## config.mk

```make
export PLATFORM = sky130hd
export DESIGN_NAME = pixel_write_frontend
export DESIGN_NICKNAME = d
export VERILOG_FILES = /design/src/rtl/pixel_write_frontend.sv
export SDC_FILE = /design/constraint.sdc
export NUM_CORES = 1
export LEC_CHECK = 0
export ABC_AREA = 0
export BUFFER_PORTS_ARGS = -buffer_cell sky130_fd_sc_hd__buf_4
export CORE_ASPECT_RATIO = 1.2
export CORE_MARGIN = 5
export CORE_UTILIZATION = 40
export CTS_BUF_LIST = sky130_fd_sc_hd__clkbuf_4 sky130_fd_sc_hd__clkbuf_8 sky130_fd_sc_hd__clkbuf_16
export DETAILED_ROUTE_END_ITERATION = 10
export GPL_TIMING_DRIVEN = 1
export SKIP_LAST_GASP = 1
export SLEW_MARGIN = 20
export SYNTH_ARGS = -nofsm -noshare
export SYNTH_HDL_FRONTEND = slang
export SYNTH_SLANG_ARGS = --single-unit
```

## constraint.sdc

```tcl
create_clock -name iCLOCKA -period 5.1 [get_ports iCLOCKA]
set_clock_uncertainty 0.2 [all_clocks]
set_input_delay 0.51 -clock iCLOCKA [delete_from_list [all_inputs] [get_ports iCLOCKA]]
set_output_delay 0.51 -clock iCLOCKA [all_outputs]
set_load 0.1 [all_outputs]
```

## src/rtl/pixel_write_frontend.sv

```systemverilog
// rtl/pixel_write_frontend.sv - host pixel capture, display windowing and SRAM write queue
// Optional build macro: PAGE_FLIP_EN (double-buffered writes, page flips on each Vsync fall).
module pixel_write_frontend #(
    parameter int DISP_WIDTH  = 480,
    parameter int DISP_HEIGHT = 272,
    parameter int FIFO_DEPTH  = 8
) (
    input  logic        iCLOCKA,
    input  logic        iRESET,
    input  logic [15:0] iHostData,
    input  logic        iHostWClk,
    input  logic        iHostHsync,
    input  logic        iHostVsync,
    input  logic        iClearErr,
    output logic        oWrValid,
    input  logic        iWrReady,
    output logic [17:0] oWrAddr,
    output logic [23:0] oWrData,
    output logic        oDispPage,
    output logic        oOverflow,
    output logic        oClip
);

    localparam int PW = $clog2(FIFO_DEPTH);
    localparam int EW = 34;
    localparam logic [8:0]  H_LIM = 9'(DISP_WIDTH);
    localparam logic [8:0]  V_LIM = 9'(DISP_HEIGHT);
    localparam logic [PW:0] FULL_CNT = (PW + 1)'(FIFO_DEPTH);

    logic [15:0]   data_s1_q, data_s2_q;
    logic [2:0]    strb_s1_q, strb_s2_q, strb_prev_q;
    logic [2:0]    strb_fall;
    logic          pix_fall, hs_fall, vs_fall;

    logic [8:0]    h_q, h_d;
    logic [8:0]    v_q, v_d;
    logic [16:0]   pix_index;
    logic          in_range;
    logic          wr_page;

    logic [EW-1:0] mem_q [FIFO_DEPTH];
    logic [PW-1:0] wr_idx_q, rd_idx_q;
    logic [PW:0]   cnt_q, cnt_d;
    logic          full, push, pop;
    logic          ovf_evt, clip_evt;
    logic          ovf_q, clip_q;
    logic [EW-1:0] head;

    // Bit order in the strobe vectors: {vsync, hsync, wclk}. Reset to 1 so a
    // release with idle-high strobes produces no spurious edge.
    always_ff @(posedge iCLOCKA or negedge iRESET) begin
        if (!iRESET) begin
            data_s1_q   <= '1;
            data_s2_q   <= '1;
            strb_s1_q   <= '1;
            strb_s2_q   <= '1;
            strb_prev_q <= '1;
        end else begin
            data_s1_q   <= iHostData;
            data_s2_q   <= data_s1_q;
            strb_s1_q   <= {iHostVsync, iHostHsync, iHostWClk};
            strb_s2_q   <= strb_s1_q;
            strb_prev_q <= strb_s2_q;
        end
    end

    assign strb_fall = strb_prev_q & ~strb_s2_q;
    assign pix_fall  = strb_fall[0];
    assign hs_fall   = strb_fall[1];
    assign vs_fall   = strb_fall[2];

`ifdef PAGE_FLIP_EN
    logic wr_page_q;

    always_ff @(posedge iCLOCKA or negedge iRESET) begin
        if (!iRESET) begin
            wr_page_q <= 1'b0;
        end else if (vs_fall) begin
            wr_page_q <= ~wr_page_q;
        end
    end

    assign wr_page   = wr_page_q;
    assign oDispPage = ~wr_page_q;
`else
    assign wr_page   = 1'b0;
    assign oDispPage = 1'b0;
`endif

    assign in_range  = (h_q < H_LIM) && (v_q < V_LIM);
    assign pix_index = 17'(32'(v_q) * DISP_WIDTH + 32'(h_q));

    // A pixel always sees the pre-update pointers; sync strobes then apply,
    // with Vsync taking precedence over Hsync.
    always_comb begin
        h_d = h_q;
        v_d = v_q;
        if (pix_fall && in_range) begin
            h_d = h_q + 9'd1;
        end
        if (vs_fall) begin
            h_d = 9'd0;
            v_d = 9'd0;
        end else if (hs_fall) begin
            h_d = 9'd0;
            v_d = (v_q < V_LIM) ? v_q + 9'd1 : v_q;
        end
    end

    always_ff @(posedge iCLOCKA or negedge iRESET) begin
        if (!iRESET) begin
            h_q <= 9'd0;
            v_q <= 9'd0;
        end else begin
            h_q <= h_d;
            v_q <= v_d;
        end
    end

    assign full     = (cnt_q == FULL_CNT);
    assign pop      = oWrValid && iWrReady;
    assign push     = pix_fall && in_range && (!full || pop);
    assign ovf_evt  = pix_fall && in_range && full && !pop;
    assign clip_evt = pix_fall && !in_range;

    always_comb begin
        cnt_d = cnt_q;
        if (push && !pop) begin
            cnt_d = cnt_q + 1'b1;
        end else if (pop && !push) begin
            cnt_d = cnt_q - 1'b1;
        end
    end

    always_ff @(posedge iCLOCKA or negedge iRESET) begin
        if (!iRESET) begin
            wr_idx_q <= '0;
            rd_idx_q <= '0;
            cnt_q    <= '0;
        end else begin
            cnt_q <= cnt_d;
            if (push) begin
                wr_idx_q <= wr_idx_q + 1'b1;
            end
            if (pop) begin
                rd_idx_q <= rd_idx_q + 1'b1;
            end
        end
    end

    // Storage needs no reset: occupancy is governed solely by the pointers.
    always_ff @(posedge iCLOCKA) begin
        if (push) begin
            mem_q[wr_idx_q] <= {wr_page, pix_index, data_s2_q};
        end
    end

    assign head     = mem_q[rd_idx_q];
    assign oWrValid = (cnt_q != '0);
    assign oWrAddr  = head[33:16];
    assign oWrData  = {8'h00, head[15:0]};

    always_ff @(posedge iCLOCKA or negedge iRESET) begin
        if (!iRESET) begin
            ovf_q  <= 1'b0;
            clip_q <= 1'b0;
        end else begin
            ovf_q  <= ovf_evt  || (ovf_q  && !iClearErr);
            clip_q <= clip_evt || (clip_q && !iClearErr);
        end
    end

    assign oOverflow = ovf_q;
    assign oClip     = clip_q;

endmodule

```

==> impl_metrics.prom, run 1 <==
# TYPE chip_impl_metric gauge
chip_impl_metric{name="cts.sinks",unit=""} 335
chip_impl_metric{name="grt_pass1_wl",unit="um"} 40100
chip_impl_metric{name="final_min_period_over_clock_period",unit="%"} 83.25
chip_impl_info{name="setup_repair_after_global_routing_missed_its_margin",value="no"} 1
chip_impl_metric{name="fmax",unit="MHz"} 235.5
chip_impl_metric{name="cts.repair_timing.setup_buffer_count",unit=""} 0
chip_impl_info{name="critical_path.endpoint_type",value="flop"} 1
chip_impl_metric{name="timing.critical_path.arrival",unit="ns"} 4.29
chip_impl_metric{name="yosys_warnings",unit=""} 0
chip_impl_metric{name="wl_met2",unit="um"} 12740
chip_impl_info{name="min_path_type",value="in -> reg"} 1
chip_impl_info{name="cp_startpoint_kind",value="flop"} 1
chip_impl_metric{name="post-dp-hpwl",unit="um"} 14580
chip_impl_metric{name="floorplan.die_area",unit="sq um"} 38230
chip_impl_metric{name="postSynthAreaPerCell",unit="sq um"} 18.96
chip_impl_info{name="critical_path_class",value="reg -> reg"} 1
chip_impl_info{name="yosysTopAreaCell",value="sky130_fd_sc_hd__edfxtp_1"} 1
chip_impl_metric{name="worst-path-max-fanout",unit=""} 8
chip_impl_info{name="synth_area_leaders",value="sky130_fd_sc_hd__edfxtp_1 (58%), sky130_fd_sc_hd__mux4_2 (11%), sky130_fd_sc_hd__dfstp_2 (7.8%), sky130_fd_sc_hd__dfrtp_1 (5.5%), sky130_fd_sc_hd__mux2_2 (2.9%)"} 1
chip_impl_metric{name="finalNetCount",unit=""} 904
chip_impl_metric{name="initial_antenna_violation_count",unit=""} 0
chip_impl_metric{name="reg2reg_setup_slack",unit="ns"} 0.85
chip_impl_metric{name="drt-met1-wl",unit="um"} 10900
chip_impl_info{name="layout_common_cells",value="sky130_fd_sc_hd__edfxtp_1 (264), sky130_fd_sc_hd__mux4_2 (66), sky130_fd_sc_hd__buf_4 (62)"} 1
chip_impl_metric{name="internal_power",unit="mW"} 6.099
chip_impl_metric{name="post-route-drc-count",unit=""} 0
chip_impl_metric{name="detail_route.vias_per_cell",unit=""} 4.909
chip_impl_metric{name="seq_area_frac_synth",unit="%"} 70.88
chip_impl_metric{name="unique_cell_type_count_in_the_yosys_netlist",unit=""} 45
chip_impl_metric{name="report.final.setup_viol",unit=""} 0
chip_impl_metric{name="hold_viol",unit=""} 0
chip_impl_metric{name="switching_share",unit="%"} 37.55
chip_impl_metric{name="regArea",unit="sq um"} 9762
chip_impl_metric{name="tns",unit="ns"} 0
chip_impl_metric{name="power.combinational.fraction",unit="%"} 35.4
chip_impl_metric{name="finalInstanceArea",unit="sq um"} 16390
chip_impl_metric{name="detail-route-antenna-nets",unit=""} 0
chip_impl_metric{name="dr.first_iter.drc_count",unit=""} 324
chip_impl_metric{name="met3_wirelength",unit="um"} 1025
chip_impl_metric{name="clk_pin_slew",unit="ns"} 0.06
chip_impl_metric{name="synth_top_cell_area_share",unit="%"} 57.60
chip_impl_metric{name="place_congestion",unit=""} 0.7251
chip_impl_metric{name="clk_path_buf_depth",unit=""} 3
chip_impl_metric{name="max_cap_violations",unit=""} 0
chip_impl_info{name="outcome",value="completed"} 1
chip_impl_metric{name="clockPowerShare",unit="%"} 28.0
chip_impl_metric{name="clk_latency",unit="ns"} 0.52
chip_impl_metric{name="pwr_density_cell",unit="nW/um^2"} 595.9
chip_impl_metric{name="port_buffers",unit=""} 58
chip_impl_metric{name="area_taken_by_multi_input_logic_gates",unit="sq um"} 3771
chip_impl_info{name="main_synth_ff_type",value="sky130_fd_sc_hd__edfxtp_1"} 1
chip_impl_metric{name="num_io_pins",unit=""} 69
chip_impl_metric{name="route.vias.total",unit=""} 6465
chip_impl_metric{name="die_x",unit="um"} 179.3
chip_impl_metric{name="synth_enable_flop_cells",unit=""} 264
chip_impl_metric{name="timing.critical_path.required",unit="ns"} 5.15
chip_impl_metric{name="dpl-instance-area",unit="sq um"} 14890
chip_impl_metric{name="period_needed",unit="ns"} 4.246
chip_impl_metric{name="grt_use_total",unit="%"} 13.74
chip_impl_metric{name="syn-cell-area",unit="sq um"} 13760
chip_impl_metric{name="slew_headroom",unit="%"} 25.89
chip_impl_info{name="cts_tree",value="built"} 1
chip_impl_metric{name="max_slew.worst_pin.slew",unit="ns"} 1.112
chip_impl_metric{name="leakage_power_of_the_design",unit="nW"} 5.841
chip_impl_metric{name="maxSlewViolCount",unit=""} 0
chip_impl_metric{name="switchingPower",unit="mW"} 3.667
chip_impl_metric{name="final_layout_size_suffix_gt1_share",unit="%"} 34.38
chip_impl_metric{name="synth_cells",unit=""} 726
chip_impl_metric{name="synth.ff_latch_count",unit=""} 335
chip_impl_metric{name="coreArea",unit="sq um"} 33980
chip_impl_info{name="final_common_cell",value="sky130_fd_sc_hd__edfxtp_1"} 1
chip_impl_info{name="root_buffer",value="sky130_fd_sc_hd__clkbuf_16"} 1
chip_impl_metric{name="pwr-share-seq",unit="%"} 36.6
chip_impl_metric{name="count_of_antenna_diodes_in_the_layout",unit=""} 0
chip_impl_metric{name="htree_levels",unit=""} 2
chip_impl_metric{name="first_global_vias",unit=""} 7077
chip_impl_info{name="highest-signal-layer",value="met4"} 1
chip_impl_metric{name="wirelength",unit="um"} 25150
chip_impl_metric{name="final.fill_count",unit=""} 2806
chip_impl_metric{name="vdd_drop_max",unit="V"} 0.0003647
chip_impl_metric{name="grt_overflow_total",unit=""} 0
chip_impl_metric{name="total_cts_buffers",unit=""} 37
chip_impl_metric{name="routed_wire_length_per_instance",unit="um"} 19.09
chip_impl_metric{name="pin_count_of_the_biggest_net_entering_global_routing",unit=""} 72
chip_impl_metric{name="die_span_in_y",unit="um"} 213.2
chip_impl_metric{name="ys_async_sr_fraction",unit="%"} 21.19
chip_impl_metric{name="layout-area-overhead-vs-synth",unit="%"} 19.07
chip_impl_metric{name="initial_utilization",unit="%"} 40.50
chip_impl_metric{name="dr.pass1.iters",unit=""} 4
chip_impl_metric{name="row_count",unit=""} 74
-- flip-flops by register name, indices dropped and copies added, names as in the netlist --
register / cells
wr_idx_q: 3
v_q: 9
oOverflow: 1
strb_s1_q: 3
rd_idx_q: 3
mem_q: 264
oClip: 1
data_s2_q: 16
data_s1_q: 16
cnt_q: 4
strb_prev_q: 3
h_q: 9
strb_s2_q: 3
-- kinds of logic after synthesis --
logic type                 share of synthesized area [%]
muxes                                              13.82
and+or+nand+nor                                    3.264
other                                            0.02725
xor gates and xnor gates                           2.673
AOI/OAI and AO/OA                                  1.591
adders and majority gates                          5.382
buffers and inverters                              2.364
DFF                                                70.88
-- power by group through the flow --
stage	Sequential [mW]	Combinational, mW	Clock, mW
floorplan	3.39	2.95	0
global placement	3.63	3.48	0
detailed placement	3.64	3.49	0
CTS	3.59	3.51	2.81
global route	3.62	3.63	2.93
finish	3.57	3.46	2.74
-- synthesized netlist by cell type, drive strengths merged, types with 2 or more instances --
cell type	number
nor3	6
and3	3
nor2b	3
nand4	3
o21ai	6
mux2	36
dfrtp	30
xnor2	28
nand3	9
nand2	12
a21o	5
o22ai	2
dfstp	41
nor2	35
fa	17
a211oi	2
clkbuf	11
buf	23
a21oi	16
inv	40
xor2	14
nor3b	2
nand3b	2
edfxtp	264
nand2b	6
mux4	66
or3	2
ha	32
-- per-stage QoR --
stage | hold WS, ns | total power [mW] | std cells | setup WS [ns] | util [%]
floorplan | 0.01441 | 6.337 | 735 | 0.1626 | -
global placement | 0.1453 | 7.110 | 1228 | 0.9803 | 43.81
detailed placement | 0.1472 | 7.133 | 1228 | 0.8667 | 43.81
CTS | 0.07035 | 9.917 | 1317 | 0.8301 | 48.22
global route | 0.1044 | 10.18 | 1317 | 0.4569 | 48.23
finish | 0.09999 | 9.766 | 1317 | 0.8541 | 48.23
-- cell type report --
| cell class | instances | share of cell area (%) |
|---|---|---|
| clock buffers | 55 | 6.803 |
| clock inverters | 13 | 1.054 |
| multi-input cells | 326 | 23.01 |
| well taps | 456 | 3.481 |
| repair buffers | 92 | 5.169 |
| inverters | 40 | 0.9162 |
| flip-flops and latches | 335 | 59.57 |
-- layer usage --
metal  vias to the layer above  global-route usage (%)
li1                       2962                       -
met1                      3361                   17.97
met2                       104                   23.42
met3                        38                   2.833
met4                         0                   3.862
met5                         -                       0
-- timing repair --
action                    CTS  global route
hold endpoints to repair   41             0
hold buffers               21             0
gates resized for setup     0             0
-- worst paths after layout --
| path | depth (start not counted) | from | end |
|---|---|---|---|
| max reg2reg | 11 | v_q[0]$_DFFE_PN0P_ | mem_q[6][32]$_DFFE_PP_ |
| max | 11 | v_q[0]$_DFFE_PN0P_ | mem_q[6][32]$_DFFE_PP_ |
| max in group asynchronous | 2 | iRESET | rd_idx_q[0]$_DFFE_PN0P_ |
| min reg2reg | 0 | data_s1_q[7]$_DFF_PN1_ | data_s2_q[7]$_DFF_PN1_ |
| min in group asynchronous | 2 | iRESET | v_q[6]$_DFFE_PN0P_ |
| min | 3 | iWrReady | rd_idx_q[2]$_DFFE_PN0P_ |
-- worst max-delay path: stages (launching register included) --
cell and delay, ns:
sky130_fd_sc_hd__dfrtp_1 0.45, sky130_fd_sc_hd__fa_1 0.54, sky130_fd_sc_hd__fa_1 0.52, sky130_fd_sc_hd__inv_1 0.06, sky130_fd_sc_hd__fa_1 0.42, sky130_fd_sc_hd__nand2b_1 0.21, sky130_fd_sc_hd__a21oi_1 0.17, sky130_fd_sc_hd__xor2_1 0.22
sky130_fd_sc_hd__o21ai_0 0.18, sky130_fd_sc_hd__nor4_1 0.41, sky130_fd_sc_hd__nand3_1 0.16, sky130_fd_sc_hd__xnor2_1 0.45
No activity file was read; power rests on OpenSTA's default activity.
==> inputs of run 2 (changes only) <==
clock period = 4.1 ns   (was 5.1 ns; I/O delays follow)
==> run 2 against run 1 <==
  * Combinational power up 27%
  * Sequential cell count unchanged
  * Die area unchanged
  * Clock power increased by 22%
  * Sequential share of layout area decreased by 0.55 points
  * Non-clock buffer count rose by 25
  * Via count up 0.99%
  * Critical path depth did not move
  * Setup slack worse by 0.63 ns
==> impl_metrics.prom, run 2 (synthesis results as in run 1) <==
# TYPE chip_impl_metric gauge
chip_impl_metric{name="vdd_drop_max",unit="V"} 0.0004769
chip_impl_info{name="root_buffer",value="sky130_fd_sc_hd__clkbuf_16"} 1
chip_impl_metric{name="max_cap_violations",unit=""} 0
chip_impl_metric{name="dr.pass1.iters",unit=""} 5
chip_impl_metric{name="route.vias.total",unit=""} 6529
chip_impl_metric{name="row_count",unit=""} 74
chip_impl_metric{name="hold_viol",unit=""} 0
chip_impl_info{name="cell_repeated_most_along_the_worst_path",value="sky130_fd_sc_hd__fa_1"} 1
chip_impl_metric{name="pin_count_of_the_biggest_net_entering_global_routing",unit=""} 56
chip_impl_metric{name="grt_use_total",unit="%"} 13.82
chip_impl_info{name="final_common_cell",value="sky130_fd_sc_hd__edfxtp_1"} 1
chip_impl_metric{name="htree_levels",unit=""} 2
chip_impl_metric{name="post-route-drc-count",unit=""} 0
chip_impl_metric{name="final_layout_size_suffix_gt1_share",unit="%"} 36.81
chip_impl_metric{name="stdcell_count",unit=""} 1339
chip_impl_metric{name="core_utilization_of_the_finished_layout",unit="%"} 48.68
chip_impl_metric{name="post-dp-hpwl",unit="um"} 15190
chip_impl_metric{name="die_x",unit="um"} 179.3
chip_impl_metric{name="cts.sinks",unit=""} 335
chip_impl_metric{name="leakage_power_of_the_design",unit="nW"} 5.960
chip_impl_metric{name="clk_path_buf_depth",unit=""} 3
chip_impl_metric{name="clk_pin_slew",unit="ns"} 0.06
chip_impl_metric{name="period_needed",unit="ns"} 3.871
chip_impl_metric{name="tns",unit="ns"} 0
chip_impl_info{name="layout_common_cells",value="sky130_fd_sc_hd__edfxtp_1 (264), sky130_fd_sc_hd__buf_4 (92), sky130_fd_sc_hd__mux4_2 (66)"} 1
chip_impl_metric{name="clk_latency",unit="ns"} 0.52
chip_impl_metric{name="place_congestion",unit=""} 0.7258
chip_impl_info{name="worstPathCellList",value="fa_1, fa_1, inv_1, fa_1, nand2b_1, a21oi_1, xor2_1, o21ai_1, nor4_2, nand3_1, xnor2_2"} 1
chip_impl_metric{name="grt_pass1_wl",unit="um"} 40180
chip_impl_metric{name="maxSlewViolCount",unit=""} 0
chip_impl_metric{name="fmax",unit="MHz"} 258.3
chip_impl_metric{name="initial_utilization",unit="%"} 40.50
chip_impl_metric{name="total_cts_buffers",unit=""} 36
chip_impl_metric{name="num_io_pins",unit=""} 69
chip_impl_metric{name="finalNetCount",unit=""} 928
chip_impl_info{name="biggestRegsByFlops",value="mem_q x264, data_s1_q x16, data_s2_q x16"} 1
chip_impl_metric{name="dp.cells",unit=""} 1252
chip_impl_metric{name="count_of_antenna_diodes_in_the_layout",unit=""} 0
chip_impl_metric{name="worst-path-max-fanout",unit=""} 8
chip_impl_info{name="critical_path_class",value="reg -> reg"} 1
chip_impl_metric{name="pwr_density_cell",unit="nW/um^2"} 732.2
chip_impl_metric{name="dpl-instance-area",unit="sq um"} 15030
chip_impl_metric{name="grt_overflow_total",unit=""} 0
chip_impl_metric{name="floorplan.die_area",unit="sq um"} 38230
chip_impl_metric{name="die_span_in_y",unit="um"} 213.2
chip_impl_metric{name="slew_headroom",unit="%"} 24.94
chip_impl_metric{name="pre_cts_slack",unit="ns"} 0.02748
chip_impl_info{name="cp_startpoint_kind",value="flop"} 1
chip_impl_metric{name="hold_slack",unit="ns"} 0.02352
chip_impl_metric{name="finalInstanceArea",unit="sq um"} 16540
chip_impl_metric{name="initial_antenna_violation_count",unit=""} 0
chip_impl_metric{name="post_layout_total_power",unit="mW"} 12.11
chip_impl_metric{name="layout-area-overhead-vs-synth",unit="%"} 20.19
chip_impl_info{name="outcome",value="completed"} 1
chip_impl_metric{name="port_buffers",unit=""} 58
chip_impl_metric{name="largest_reg_flops",unit=""} 264
chip_impl_metric{name="coreArea",unit="sq um"} 33980
chip_impl_metric{name="timing.critical_path.arrival",unit="ns"} 3.98
chip_impl_info{name="min_path_type",value="in -> reg"} 1
chip_impl_metric{name="wirelength",unit="um"} 25260
chip_impl_metric{name="cp_slowest_stage_delay",unit="ns"} 0.52
chip_impl_info{name="cp_max_stage_cell",value="sky130_fd_sc_hd__fa_1"} 1
chip_impl_metric{name="detail-route-antenna-nets",unit=""} 0
chip_impl_metric{name="detail_route.vias_per_cell",unit=""} 4.876
chip_impl_info{name="critical_path.endpoint_type",value="flop"} 1
chip_impl_metric{name="max_slew.worst_pin.slew",unit="ns"} 1.126
chip_impl_metric{name="dr.first_iter.drc_count",unit=""} 414
chip_impl_metric{name="report.final.setup_viol",unit=""} 0
chip_impl_metric{name="routed_wire_length_per_instance",unit="um"} 18.86
chip_impl_metric{name="layout_setup_ws",unit="ns"} 0.2291
chip_impl_info{name="max_flop_register",value="mem_q"} 1
chip_impl_metric{name="final_min_period_over_clock_period",unit="%"} 94.41
chip_impl_metric{name="first_global_vias",unit=""} 7147
chip_impl_metric{name="timing.critical_path.required",unit="ns"} 4.20
chip_impl_info{name="cts_tree",value="built"} 1
[run 2: final timing paths]
kind,from,end,slack [ns],depth (start not counted)
worst max-delay path,v_q[1]$_DFFE_PN0P_,mem_q[1][32]$_DFFE_PP_,0.23,11
worst min-delay path,iWrReady,rd_idx_q[2]$_DFFE_PN0P_,0.02,3
worst max register to register,v_q[1]$_DFFE_PN0P_,mem_q[1][32]$_DFFE_PP_,0.23,11
worst min register to register,strb_s1_q[0]$_DFF_PN1_,strb_s2_q[0]$_DFF_PN1_,0.15,0
max in group asynchronous,iRESET,data_s1_q[1]$_DFF_PN1_,2.54,3
min in group asynchronous,iRESET,v_q[8]$_DFFE_PN0P_,0.31,2
[run 2: final cells by class]
type,count,area (sq um)
fill,2800,17440
sequential,335,9762
multi-input combinational,326,3822
clock buffer,52,1075
timing repair buffer,117,980.9
tap,456,570.5
clock inverter,13,181.4
inverter,40,150.1
[run 2: repair_timing]
item / CTS / global route
buffers inserted: 0 / 1
endpoints found under the hold margin: 48 / 0
setup endpoints to repair: 8 / 24
gates resized for setup: 1 / 8
cloned: 0 / 0
hold buffers: 21 / 0
pin swaps: 0 / 3
[run 2: critical path, delay by kind of cell (launching register included)]
kind            cells  cell delay (ns)
compound gates      2             0.32
xor+xnor            2             0.52
fa+ha+maj           3             1.43
buf+inv             1             0.06
flops               1             0.42
simple gates        3             0.73
[run 2: metal layers]
| metal | up-vias | GRT usage [%] | wire, um |
|---|---|---|---|
| met2 | 105 | 24.05 | 13070 |
| met4 | 0 | 3.757 | 400 |
| met3 | 27 | 2.532 | 945 |
| met1 | 3389 | 17.91 | 10840 |
| li1 | 3008 | - | - |
| met5 | - | 0 | 0 |
[run 2: report_power, final]
part	total, mW	switching (mW)	internal [mW]
sequential	4.40	0.354	4.05
combinational	4.38	2.96	1.43
clock	3.33	1.25	2.08
total	12.1	4.56	7.56
==> inputs of run 3 (changes only) <==
ABC_CLOCK_PERIOD_IN_PS = 4100   (was not set)
CORE_UTILIZATION = 55   (was 40)
PLACE_DENSITY = 0.73   (was not set)
==> run 3 against run 2 <==
  * Register-to-register slack got worse by 0.04 ns
  * Global-route usage rose by 4.7 points
  * Clock power fell by 3%
  * Core utilization rose by 18 points
  * Sequential share of layout area rose by 0.52 points
  * Total power fell by 0.90%
  * Largest power group is now combinational cells
  * Maximum frequency fell by 1.1%
  * Non-clock buffer count fell by 13
  * Hold slack improved by 0.0087 ns
  * First-iteration DRC count rose by 7.7%
==> impl_metrics.prom, run 3 (synthesis results as in run 1) <==
# TYPE chip_impl_metric gauge
chip_impl_metric{name="max_slew.worst_pin.slew",unit="ns"} 0.7275
chip_impl_metric{name="post-route-drc-count",unit=""} 0
chip_impl_metric{name="period_needed",unit="ns"} 3.915
chip_impl_metric{name="max_cap_violations",unit=""} 0
chip_impl_metric{name="timing.critical_path.required",unit="ns"} 4.13
chip_impl_metric{name="hold_viol",unit=""} 0
chip_impl_metric{name="routed_wire_length_per_instance",unit="um"} 21.37
chip_impl_metric{name="num_io_pins",unit=""} 69
chip_impl_info{name="max_flop_register",value="mem_q"} 1
chip_impl_metric{name="layout-area-overhead-vs-synth",unit="%"} 19.15
chip_impl_metric{name="count_of_antenna_diodes_in_the_layout",unit=""} 0
chip_impl_metric{name="report.final.setup_viol",unit=""} 0
chip_impl_metric{name="place_congestion",unit=""} 0.8118
chip_impl_metric{name="coreArea",unit="sq um"} 24670
chip_impl_metric{name="total_cts_buffers",unit=""} 34
chip_impl_info{name="critical_path.endpoint_type",value="flop"} 1
chip_impl_metric{name="stdcell_count",unit=""} 1191
chip_impl_metric{name="die_span_in_y",unit="um"} 183.3
chip_impl_metric{name="post-dp-hpwl",unit="um"} 14700
chip_impl_metric{name="slew_headroom",unit="%"} 51.50
chip_impl_metric{name="largest_reg_flops",unit=""} 264
chip_impl_metric{name="grt_use_total",unit="%"} 18.53
chip_impl_info{name="setup.worst_path.end",value="mem_q[7][32]$_DFFE_PP_"} 1
chip_impl_info{name="cp_startpoint_kind",value="flop"} 1
chip_impl_metric{name="detail_route.vias_per_cell",unit=""} 5.547
chip_impl_metric{name="wirelength",unit="um"} 25450
chip_impl_metric{name="row_count",unit=""} 63
chip_impl_metric{name="final_min_period_over_clock_period",unit="%"} 95.48
chip_impl_info{name="biggestRegsByFlops",value="mem_q x264, data_s1_q x16, data_s2_q x16"} 1
chip_impl_metric{name="dr.first_iter.drc_count",unit=""} 446
chip_impl_metric{name="worstRegToRegCells",unit=""} 11
chip_impl_info{name="final_common_cell",value="sky130_fd_sc_hd__edfxtp_1"} 1
chip_impl_metric{name="first_global_vias",unit=""} 7274
chip_impl_metric{name="vdd_drop_max",unit="V"} 0.0004884
chip_impl_info{name="min_path_type",value="in -> reg"} 1
chip_impl_metric{name="timing.critical_path.arrival",unit="ns"} 3.95
chip_impl_metric{name="floorplan.die_area",unit="sq um"} 28300
chip_impl_metric{name="die_x",unit="um"} 154.4
chip_impl_metric{name="htree_levels",unit=""} 2
chip_impl_metric{name="maxSlewViolCount",unit=""} 0
chip_impl_metric{name="post_layout_total_power",unit="mW"} 12.00
chip_impl_metric{name="reg2reg_setup_slack",unit="ns"} 0.19
chip_impl_metric{name="pwr_density_cell",unit="nW/um^2"} 732.0
chip_impl_info{name="crit_path_start",value="v_q[1]$_DFFE_PN0P_"} 1
chip_impl_metric{name="finalNetCount",unit=""} 913
chip_impl_metric{name="route.vias.total",unit=""} 6606
chip_impl_metric{name="grt_pass1_wl",unit="um"} 40630
chip_impl_metric{name="cts.sinks",unit=""} 335
chip_impl_info{name="cts_tree",value="built"} 1
chip_impl_info{name="critical_path_class",value="reg -> reg"} 1
chip_impl_info{name="layout_common_cells",value="sky130_fd_sc_hd__edfxtp_1 (264), sky130_fd_sc_hd__buf_4 (72), sky130_fd_sc_hd__mux4_2 (66)"} 1
chip_impl_metric{name="hold_slack",unit="ns"} 0.03223
chip_impl_metric{name="initial_antenna_violation_count",unit=""} 1
chip_impl_metric{name="worst-path-max-fanout",unit=""} 8
chip_impl_metric{name="dpl-instance-area",unit="sq um"} 14830
chip_impl_metric{name="port_buffers",unit=""} 58
chip_impl_metric{name="grt_overflow_total",unit=""} 0
chip_impl_metric{name="leakage_power_of_the_design",unit="nW"} 5.928
chip_impl_metric{name="pre_cts_slack",unit="ns"} -0.1131
chip_impl_metric{name="fmax",unit="MHz"} 255.4
chip_impl_metric{name="clk_path_buf_depth",unit=""} 3
chip_impl_metric{name="final_layout_size_suffix_gt1_share",unit="%"} 36.72
chip_impl_info{name="timing.rr.end",value="mem_q[7][32]$_DFFE_PP_"} 1
chip_impl_info{name="worst_r2r_src",value="v_q[1]$_DFFE_PN0P_"} 1
chip_impl_metric{name="dp.cells",unit=""} 1106
chip_impl_metric{name="layout_setup_ws",unit="ns"} 0.1853
chip_impl_info{name="setup_repair_after_global_routing_missed_its_margin",value="yes"} 1
chip_impl_info{name="root_buffer",value="sky130_fd_sc_hd__clkbuf_16"} 1
chip_impl_metric{name="initial_utilization",unit="%"} 55.78
chip_impl_metric{name="pin_count_of_the_biggest_net_entering_global_routing",unit=""} 72
chip_impl_metric{name="dr.pass1.iters",unit=""} 5
chip_impl_metric{name="finalInstanceArea",unit="sq um"} 16400
chip_impl_metric{name="clk_latency",unit="ns"} 0.51
chip_impl_metric{name="clk_pin_slew",unit="ns"} 0.06
chip_impl_info{name="outcome",value="completed"} 1
chip_impl_metric{name="detail-route-antenna-nets",unit=""} 0
## run 3: worst min-delay path by stage
stage,startpoint,endpoint,slack (ns),cells past startpoint
3_3_place_gp,data_s1_q[15]$_DFF_PN1_,data_s2_q[15]$_DFF_PN1_,0.15,0
3_5_place_dp,strb_s1_q[1]$_DFF_PN1_,strb_s2_q[1]$_DFF_PN1_,0.15,0
6_report,iWrReady,rd_idx_q[2]$_DFFE_PN0P_,0.03,3
5_1_grt,iWrReady,rd_idx_q[2]$_DFFE_PN0P_,0.02,3
4_1_cts,iWrReady,rd_idx_q[2]$_DFFE_PN0P_,0.01,3
2_1_floorplan,iRESET,cnt_q[0]$_DFFE_PN0P_,-0.09,0
## run 3: area by class of cell
class / instances / area (sq um)
Multi-Input combinational cell: 326 / 3900
Timing Repair Buffer: 104 / 978.4
Clock inverter: 10 / 180.2
Fill cell: 1549 / 8274
Clock buffer: 51 / 1021
Inverter: 40 / 150.1
Sequential cell: 335 / 9762
Tap cell: 325 / 406.6
## run 3: timing repair
item / 4_1_cts / 5_1_grt
endpoints found under the hold margin: 51 / 0
gates resized for setup: 3 / 16
setup endpoints to repair: 24 / 40
buffers inserted: 0 / 2
pin swaps: 0 / 3
hold buffers: 21 / 0
## run 3: through the flow
stage	util, %	setup TNS [ns]
finish	66.46	0
global route	66.46	-0.6282
CTS	65.91	-0.07822
detailed placement	60.09	-1.606
global placement	60.09	0
floorplan	-	0
## run 3: where the power goes
group,total [mW],switching [mW],internal [mW]
clock network,3.22,1.23,1.99
registers,4.35,0.307,4.05
logic,4.43,3.00,1.43
total,12.0,4.53,7.47
## run 3: critical path: stages (launching register included)
cell and delay [ns]:
sky130_fd_sc_hd__dfrtp_1 0.43, sky130_fd_sc_hd__fa_1 0.52, sky130_fd_sc_hd__fa_1 0.52, sky130_fd_sc_hd__inv_1 0.06, sky130_fd_sc_hd__fa_1 0.42, sky130_fd_sc_hd__nand2b_1 0.21
sky130_fd_sc_hd__a21oi_1 0.17, sky130_fd_sc_hd__xor2_1 0.23, sky130_fd_sc_hd__o21ai_1 0.18, sky130_fd_sc_hd__nor4_2 0.33, sky130_fd_sc_hd__nand3_2 0.18, sky130_fd_sc_hd__xnor2_4 0.20
## run 3: metal layers
layer  vias to the layer above  track usage, %  part of all wire [%]
met2                       171           32.47                    53
met5                         -               0                 0.051
met3                        29           2.879                   4.9
met1                      3434           24.53                    40
met4                         2           4.876                   1.4
li1                       2970               -                     -
